File: config.mk
export PLATFORM = sky130hd
export DESIGN_NAME = lcd_bus_sequencer
export DESIGN_NICKNAME = d
export VERILOG_FILES = /design/src/rtl/lcd_pkg.sv /design/src/rtl/lcd_rr_arbiter.sv /design/src/rtl/lcd_bus_sequencer.sv
export SDC_FILE = /design/constraint.sdc
export NUM_CORES = 1
export LEC_CHECK = 0
export BUFFER_PORTS_ARGS = -buffer_cell sky130_fd_sc_hd__buf_2
export CORE_ASPECT_RATIO = 1.2
export CORE_MARGIN = 2
export CORE_UTILIZATION = 35
export CTS_CLUSTER_DIAMETER = 60
export DETAILED_ROUTE_END_ITERATION = 12
export PLACE_DENSITY = 0.63
export SLEW_MARGIN = 10
export SYNTH_ARGS = -nofsm -noshare
export SYNTH_HDL_FRONTEND = slang
export SYNTH_SLANG_ARGS = --single-unit
File: constraint.sdc
create_clock -name CLOCK_50 -period 6.6 [get_ports CLOCK_50]
set_input_delay 0.33 -clock CLOCK_50 [delete_from_list [all_inputs] [get_ports CLOCK_50]]
set_output_delay 0.33 -clock CLOCK_50 [all_outputs]
set_load 0.01 [all_outputs]
File: src/rtl/lcd_pkg.sv
// Shared definitions for the HD44780 write-bus sequencer: state encoding,
// controller command bytes, init ROM contents and small helpers.
package lcd_pkg;

  typedef enum logic [2:0] {
    ST_PWRUP,
    ST_INIT,
    ST_IDLE,
    ST_SETUP,
    ST_PULSE,
    ST_HOLD,
    ST_WAIT
  } lcd_state_e;

  localparam logic [7:0] FUNC_SET_8B2L = 8'h38;
  localparam logic [7:0] DISP_ON       = 8'h0C;
  localparam logic [7:0] CLEAR         = 8'h01;
  localparam logic [7:0] HOME          = 8'h02;
  localparam logic [7:0] ENTRY_INC     = 8'h06;

  localparam int unsigned INIT_ROM_DEPTH = 4;

  // Init sequence: 8-bit/2-line, display on, clear, entry mode increment
  function automatic logic [7:0] init_rom(input logic [1:0] idx);
    logic [7:0] b;
    case (idx)
      2'd0:    b = FUNC_SET_8B2L;
      2'd1:    b = DISP_ON;
      2'd2:    b = CLEAR;
      default: b = ENTRY_INC;
    endcase
    return b;
  endfunction

  // Clear and home are the only commands needing the long post-byte wait
  function automatic logic is_slow_cmd(input logic rs, input logic [7:0] data);
    return !rs && ((data == CLEAR) || (data == HOME));
  endfunction

  function automatic int unsigned max_u(input int unsigned a, input int unsigned b);
    return (a > b) ? a : b;
  endfunction

endpackage

File: src/rtl/lcd_rr_arbiter.sv
// Two-way round-robin arbiter. Grants only while the sequencer is idle;
// the last-grant bit resets to 1 so requester 0 wins the first tie.
module lcd_rr_arbiter (
  input  logic clk,
  input  logic rst,
  input  logic req0,
  input  logic req1,
  input  logic idle,
  output logic grant,
  output logic valid
);

  logic last_grant;

  // Grant the requester not served last when both ask; otherwise the sole requester
  always_comb begin
    valid = idle && (req0 || req1);
    grant = (req0 && req1) ? ~last_grant : req1;
  end

  // Remember who was served on each accepted grant
  always_ff @(posedge clk or posedge rst) begin
    if (rst) begin
      last_grant <= 1'b1;
    end else if (valid) begin
      last_grant <= grant;
    end
  end

endmodule

File: src/rtl/lcd_bus_sequencer.sv
// HD44780 8-bit write-bus owner: power-up wait, init sequence, then
// round-robin service of two byte requesters with full per-byte timing.
module lcd_bus_sequencer
  import lcd_pkg::*;
#(
  parameter int unsigned PWRUP_CYC = 1_000_000,
  parameter int unsigned SETUP_CYC = 2,
  parameter int unsigned EN_CYC    = 25,
  parameter int unsigned HOLD_CYC  = 2,
  parameter int unsigned WAIT_CYC  = 2_500,
  parameter int unsigned CLR_CYC   = 100_000
) (
  input  logic       CLOCK_50,
  input  logic       RST,
  input  logic       req0,
  input  logic       rs0,
  input  logic [7:0] data0,
  output logic       ack0,
  input  logic       req1,
  input  logic       rs1,
  input  logic [7:0] data1,
  output logic       ack1,
  output logic       ready,
  output logic       busy,
  output logic [7:0] LCD_DATA,
  output logic       LCD_RS,
  output logic       LCD_RW,
  output logic       LCD_EN
);

  localparam int unsigned MAX_CYC = max_u(max_u(max_u(PWRUP_CYC, SETUP_CYC), max_u(EN_CYC, HOLD_CYC)),
                                          max_u(WAIT_CYC, CLR_CYC));
  localparam int unsigned CNT_W   = $clog2(MAX_CYC + 1);

  lcd_state_e       state, state_next;
  logic [CNT_W-1:0] cnt, cnt_load;
  logic             cnt_zero;
  logic [1:0]       idx;
  logic             ready_q;
  logic             rs_q;
  logic [7:0]       data_q;
  logic             grant, grant_valid;

  assign cnt_zero = (cnt == '0);

  lcd_rr_arbiter u_arb (
    .clk   (CLOCK_50),
    .rst   (RST),
    .req0  (req0),
    .req1  (req1),
    .idle  (state == ST_IDLE),
    .grant (grant),
    .valid (grant_valid)
  );

  // State register and timing counter, reloaded on every state change
  always_ff @(posedge CLOCK_50 or posedge RST) begin
    if (RST) begin
      state <= ST_PWRUP;
      cnt   <= CNT_W'(PWRUP_CYC - 1);
    end else begin
      state <= state_next;
      if (state_next != state) begin
        cnt <= cnt_load;
      end else if (!cnt_zero) begin
        cnt <= cnt - CNT_W'(1);
      end
    end
  end

  // Next-state logic and the counter value for the state being entered
  always_comb begin
    state_next = state;
    case (state)
      ST_PWRUP: if (cnt_zero) state_next = ST_INIT;
      ST_INIT:  state_next = ST_SETUP;
      ST_IDLE:  if (grant_valid) state_next = ST_SETUP;
      ST_SETUP: if (cnt_zero) state_next = ST_PULSE;
      ST_PULSE: if (cnt_zero) state_next = ST_HOLD;
      ST_HOLD:  if (cnt_zero) state_next = ST_WAIT;
      ST_WAIT:  if (cnt_zero) state_next = (!ready_q && idx != 2'd3) ? ST_INIT : ST_IDLE;
      default:  state_next = ST_PWRUP;
    endcase

    cnt_load = '0;
    case (state_next)
      ST_PWRUP: cnt_load = CNT_W'(PWRUP_CYC - 1);
      ST_SETUP: cnt_load = CNT_W'(SETUP_CYC - 1);
      ST_PULSE: cnt_load = CNT_W'(EN_CYC - 1);
      ST_HOLD:  cnt_load = CNT_W'(HOLD_CYC - 1);
      ST_WAIT:  cnt_load = is_slow_cmd(rs_q, data_q) ? CNT_W'(CLR_CYC - 1) : CNT_W'(WAIT_CYC - 1);
      default:  cnt_load = '0;
    endcase
  end

  // Latched byte, init step index and ready flag
  always_ff @(posedge CLOCK_50 or posedge RST) begin
    if (RST) begin
      rs_q    <= 1'b0;
      data_q  <= '0;
      idx     <= '0;
      ready_q <= 1'b0;
    end else begin
      if (state == ST_INIT) begin
        rs_q   <= 1'b0;
        data_q <= init_rom(idx);
      end else if (state == ST_IDLE && grant_valid) begin
        rs_q   <= grant ? rs1 : rs0;
        data_q <= grant ? data1 : data0;
      end
      if (state == ST_WAIT && cnt_zero && !ready_q) begin
        if (idx == 2'd3) begin
          ready_q <= 1'b1;
        end else begin
          idx <= idx + 2'd1;
        end
      end
    end
  end

  // Outputs decoded from state and latched registers
  always_comb begin
    LCD_EN   = (state == ST_PULSE);
    LCD_RS   = rs_q;
    LCD_DATA = data_q;
    LCD_RW   = 1'b0;
    busy     = (state != ST_IDLE);
    ready    = ready_q;
    ack0     = grant_valid && !grant;
    ack1     = grant_valid && grant;
  end

endmodule
==> results.md, run 1 <==
* Status: completed
* Crit Path Category: flip-flop to flip-flop
* Clock root buffer: clkbuf_8
* Vias at 1839
* Type of the tightest min-delay check: primary input to async pin
* Crit Reg-Reg Endpoint: cnt[1]
* Syn Inst Count at between 200 and 250
* Syn_nets at 264
* Number of remaining DRC errors at 0
* VDD IR-drop max at 0.08969 mV
* Diodes inserted at 0
* Worst Setup SP: cnt[0]
* DIE WIDTH at ~77 µm
* Vias in the first global route at 1815
* CTS tree: yes
* Multi-input logic area at 0.001201 mm²
* Max Fanout on Critical Path at 14
* Metal2 WL at 2300 µm
* Fin. Hold Viols at 0
* CP startpoint kind: flip-flop
* Leakage power at 1.100 nW
* Vias per cell at 5.239
* Placement Cell Area at about 0.0024 mm²
* CTS max path bufs at 2
* Drt total wl at 5078 µm
* Post-synth EDFFs at 0
* Metal3 WL at 227 µm
* First-pass GRT wire length at about 8700 µm
* Starting density of the core at 0.3635
* Most used flip-flop cell after synthesis: dfrtp_1
* CTS buffer count at 5
* Synth async-reset ratio at 1.000
* Worst slew margin at 0.2649
* Insertion delay to the later sink of the worst-skew pair at 290 ps
* Clock transition at path regs at 70 ps
* Slew Viols, Final at 0
* # setup viols final at 0
* Worst path arrival time at between 2000 and 3000 ps
* Yosys warnings at 0
* Initial antenna violation count at 0
* RSZ-0062 raised after global routing: no
* Reg2Reg Depth at 7
* IO Count at 37
* Routed WL per cell at 14.47 µm
* Fmax at 377.7 MHz
* Final worst path period need at about 2600 ps
* Rows at 31
* Critical Path End: cnt[1]
* Fin crit share at 0.4012
* Clock Skew at a little under 5 ps
* Port Buffers at 35
* R2r startpoint: cnt[0]
* Fin nets at 295
* Critical path capture point type: flip-flop
* Pin count of the biggest net entering global routing at 37
* CTS HTree Levels at 2
* M1 WL at 2421 µm
* Detailed Routing Iterations Pass 1 at 4
* Tot GR Track Use at 0.1577
* Share of cells above drive strength 1 at 0.2602
* Syn avg cell area at 9.339 µm²
* Max layer used: met4
* Yosys cell types at 54
* Core box area at 0.006090 mm²
* Pwr dens at 160.5 mW/mm²
* Post-cts sizing count at 0
* Post-CTS Hold Buffers at 0
* Routed Antenna Nets at 0
* Sequential area share after synthesis at 0.4144
* Max-Cap Viols at 0
* Remaining global-route overflow at 0
* Setup bufs post-CTS at 0
* Worst slew pin tran at 1100 ps
* Placer congestion estimate at 0.8498
* # fillers at 637
* Dpl cells at 343
* Post-synthesis register bit count at 36
* CTS Sinks at 36
* Final cell count without fillers at between 300 and 400
* Register area at about 920 µm²
* Req. time, crit path at 6810 ps
* Iteration-0 DRC count of the detailed router at 116
* Area delta synth->final at 14.19%
* Finished Cell Area at 0.002527 mm²
* Die area at ~0.0070 mm²
* Die Ht at 91.12 µm
* Cell Area, Synth at 0.002213 mm²
* Final setup TNS at 0 ps
* Hpwl dp at 3700 µm
* R2r setup slk at 3950 ps
-- worst min path at each step --
stage,from,endpoint,slack (ps),cells past startpoint
2_1_floorplan,RST,LCD_DATA[0],490,1
3_3_place_gp,RST,idx[0],470,3
3_5_place_dp,RST,cnt[7],470,3
4_1_cts,RST,LCD_RS,150,3
5_1_grt,RST,idx[0],160,3
6_report,RST,cnt[7],130,3
-- worst max-delay path: stages, from the launching register on --
cell      delay, ps
dfstp_2         390
inv_1            70
ha_1            190
or4b_1          570
or3_1           530
o211ai_2        540
inv_1            90
a32oi_1         180
-- registers in the layout (all words and copies together) (netlist names) --
signal            count
state                 3
cnt                  20
idx                   2
ready                 1
LCD_RS                1
u_arb.last_grant      1
LCD_DATA              8
-- cells in the final DEF (no fill, tap or decap), types with 9 or more instances in the layout --
master,count
dfrtp_1,23
mux2i_1,9
o21ai_0,28
buf_2,35
dfstp_2,13
nand3_1,10
inv_1,9
nor2_1,20
nand2_1,16
xnor2_1,13
-- cells by family (layout without fill, tap and decap cells) --
group | after synthesis | count (layout) | share of synthesized area
compound gates | 63 | 63 | 0.1803
xor+xnor | 18 | 18 | 0.07123
buf+inv | 21 | 53 | 0.04296
mux | 10 | 10 | 0.04748
fa+ha+maj | 5 | 5 | 0.02826
other cells | 1 | 1 | 0.001694
simple gates | 83 | 83 | 0.2137
flops | 36 | 36 | 0.4144
-- layout make-up --
cell class,instances,area share
inverters,9,0.01337
well taps,82,0.04059
clock buffers,8,0.03564
repair buffers,36,0.07228
flip-flops and latches,36,0.3629
multi-input cells,180,0.4752
-- metal layers --
metal | track usage | vias up
met5 | 0 | -
met4 | 0.07121 | 0
met3 | 0.03777 | 10
met2 | 0.2434 | 53
met1 | 0.2093 | 864
li1 | - | 912
-- Yosys cell counts, drive strengths merged (6+ instances only) --
master / number / area [µm²]
o21ai: 29 / 145.1
dfrtp: 23 / 575.6
nor2: 21 / 86.33
nand2: 16 / 60.06
dfstp: 13 / 341.6
xnor2: 13 / 113.9
nand3: 10 / 50.05
inv: 9 / 33.78
mux2i: 9 / 90.09
nor3: 9 / 72.57
a21oi: 7 / 35.03
clkbuf: 7 / 27.52
nor4: 6 / 43.79
-- metrics by stage --
stage | hold slack [ps] | utilization | setup slack [ps] | power (mW)
floorplan | 487.4 | - | 4256 | 0.2365
global placement | 467.5 | 0.4002 | 4069 | 0.2452
detailed placement | 471.0 | 0.4002 | 3959 | 0.2454
CTS | 150.3 | 0.4150 | 3938 | 0.4121
global route | 163.8 | 0.4150 | 3696 | 0.4258
finish | 130.2 | 0.4150 | 3952 | 0.4056
-- power breakdown --
part / switching, mW / internal, mW
registers: 0.000193 / 0.221
clock network: 0.0793 / 0.0852
logic: 0.0106 / 0.00884
(Power assumes the default switching activity.)
==> run 2, diff against run 1 <==
- clock period: 6.6 -> 2.6 ns (I/O delays scaled with it)
==> run 2 against run 1 <==
Against the previous run: the flow now finishes with violations (hold timing); via count up 2.9%; total power rose to 2.5 times the previous value; critical path depth unchanged; first-iteration DRC count down 17%; core utilization up 1.4 points; non-clock buffer count up 10; register-to-register slack worse by 3700 ps; clock power rose to 2.5 times the previous value; sequential power rose to 2.5 times the previous value; global-route usage up 0.73 points; critical path type unchanged; largest cell class unchanged.
==> results.md, run 2 (same netlist as run 1, synthesis figures left out) <==
* Status: finished, violations left
* Failing checks: hold timing
* Type of the tightest min-delay check: primary input to async pin
* Fmax at 425.9 MHz
* Tot GR Track Use at 0.1649
* Placement Cell Area at roughly 0.0025 mm²
* Routed WL per cell at ~14 µm
* Clock transition at path regs at 70 ps
* Dpl cells at approximately 350
* Share of cells above drive strength 1 at 0.2975
* Largest register FFs at 20
* CTS tree: yes
* Insertion delay to the later sink of the worst-skew pair at ~290 ps
* CP startpoint kind: flip-flop
* Fin Hold WS at -23.63 ps
* Fin crit share at 0.9032
* Rows at 31
* Detailed Routing Iterations Pass 1 at 4
* CTS Sinks at 36
* VDD IR-drop max at 0.1937 mV
* Worst path arrival time at 2530 ps
* Port Buffers at 35
* Diodes inserted at 0
* First-pass GRT wire length at 9211 µm
* Leakage power at 1.153 nW
* Routed Antenna Nets at 0
* Slew Viols, Final at 0
* Die Ht at 91.12 µm
* Pwr dens at around 390 mW/mm²
* DIE WIDTH at ~77 µm
* Max-Cap Viols at 0
* Setup bufs post-CTS at 0
* Area delta synth->final at 17.92%
* Initial antenna violation count at 0
* Req. time, crit path at 2780 ps
* Setup Slack @ Placement at 135.2 ps
* Final worst path period need at 2348 ps
* Final setup TNS at 0 ps
* Remaining global-route overflow at 0
* IO Count at 37
* Final cell count without fillers at 361
* CTS HTree Levels at 2
* Vias in the first global route at 1893
* Most frequent cells in the layout: buf_2 (35), o21ai_0 (28), dfrtp_1 (23), nor2_1 (20), nand2_1 (16)
* Fin nets at slightly above 300
* Critical path capture point type: flip-flop
* Crit Reg-Reg Endpoint: idx[1]
* Final WS setup at roughly 250 ps
* R2r startpoint: cnt[0]
* Post-CTS Hold Buffers at 0
* Clock root buffer: clkbuf_8
* Pin count of the biggest net entering global routing at 22
* Most common cell after layout, fill and taps aside: buf_2
* Clock Skew at 3.854 ps
* CTS buffer count at 5
* # setup viols final at 0
* Worst slew margin at 0.4727
* Finished Cell Area at 0.002610 mm²
* Core box area at 0.006090 mm²
* Number of remaining DRC errors at 0
* Top reg by flops: cnt
* RSZ-0062 raised after global routing: no
* Iteration-0 DRC count of the detailed router at 96
* Reg2Reg Depth at 7
* CTS max path bufs at 2
* Die area at 0.006979 mm²
* Starting density of the core at 0.3635
* Vias at 1892
* Vias per cell at 5.241
* Post-cts sizing count at 0
* Crit Path Category: flip-flop to flip-flop
* Worst slew pin tran at 790.1 ps
* Fin. Hold Viols at 8
* Drt total wl at 5224 µm
* Max Fanout on Critical Path at 7
* Placer congestion estimate at 0.8355
* R2r setup slk at 250 ps
* Hpwl dp at 3952 µm
## run 2: cell types whose count changed in the layout (fill, tap and decap cells not counted)
cell / before / now
buf_4: 1 / 11
clkbuf_1: 2 / 0
clkinv_2: 0 / 2
or3_1: 3 / 2
or3_4: 0 / 1
## run 2: worst max-delay path by stage
stage / depth (start not counted) / to / slack, ps / start
global placement: 7 / idx[1] / 230 / cnt[0]
CTS: 7 / idx[1] / 130 / cnt[0]
global route: 7 / idx[1] / 120 / cnt[0]
finish: 7 / idx[1] / 250 / cnt[0]
detailed placement: 7 / idx[1] / 140 / cnt[0]
floorplan: 8 / idx[1] / 260 / cnt[0]
## run 2: through the flow
step	hold WS, ps	utilization	power [mW]
2_1_floorplan	287.4	-	0.6004
6_report	-23.63	0.4286	1.030
3_3_place_gp	311.2	0.4126	0.6230
5_1_grt	39.12	0.4286	1.079
4_1_cts	2.562	0.4278	1.046
3_5_place_dp	322.7	0.4126	0.6238
## run 2: critical path, stage by stage, from the launching register on
cell and delay [ps]:
dfstp_2 390, inv_1 70, ha_1 200, or4b_1 470, or3_4 420, nor3_4 190
nand4_2 170, mux2_4 320
## run 2: power breakdown
group | switching, mW | total (mW) | internal, mW
logic | 0.0266 | 0.0498 | 0.0232
clock network | 0.206 | 0.418 | 0.211
registers | 0.000519 | 0.563 | 0.562
## run 2: layout make-up
cell class	count	area, µm²
fillers	613	3480
multi-input cells	180	1206
flip-flops and latches	36	917.1
repair buffers	46	257.7
well taps	82	102.6
clock buffers	6	82.58
inverters	9	33.78
clock inverters	2	10.01
## run 2: metal layers
layer  vias to the layer above  wire length, µm  track usage
met3                         9              304      0.03976
met1                       890             2314       0.2113
met2                        65             2525       0.2706
li1                        928                -            -
met5                         -                0            0
met4                         0               80      0.05909
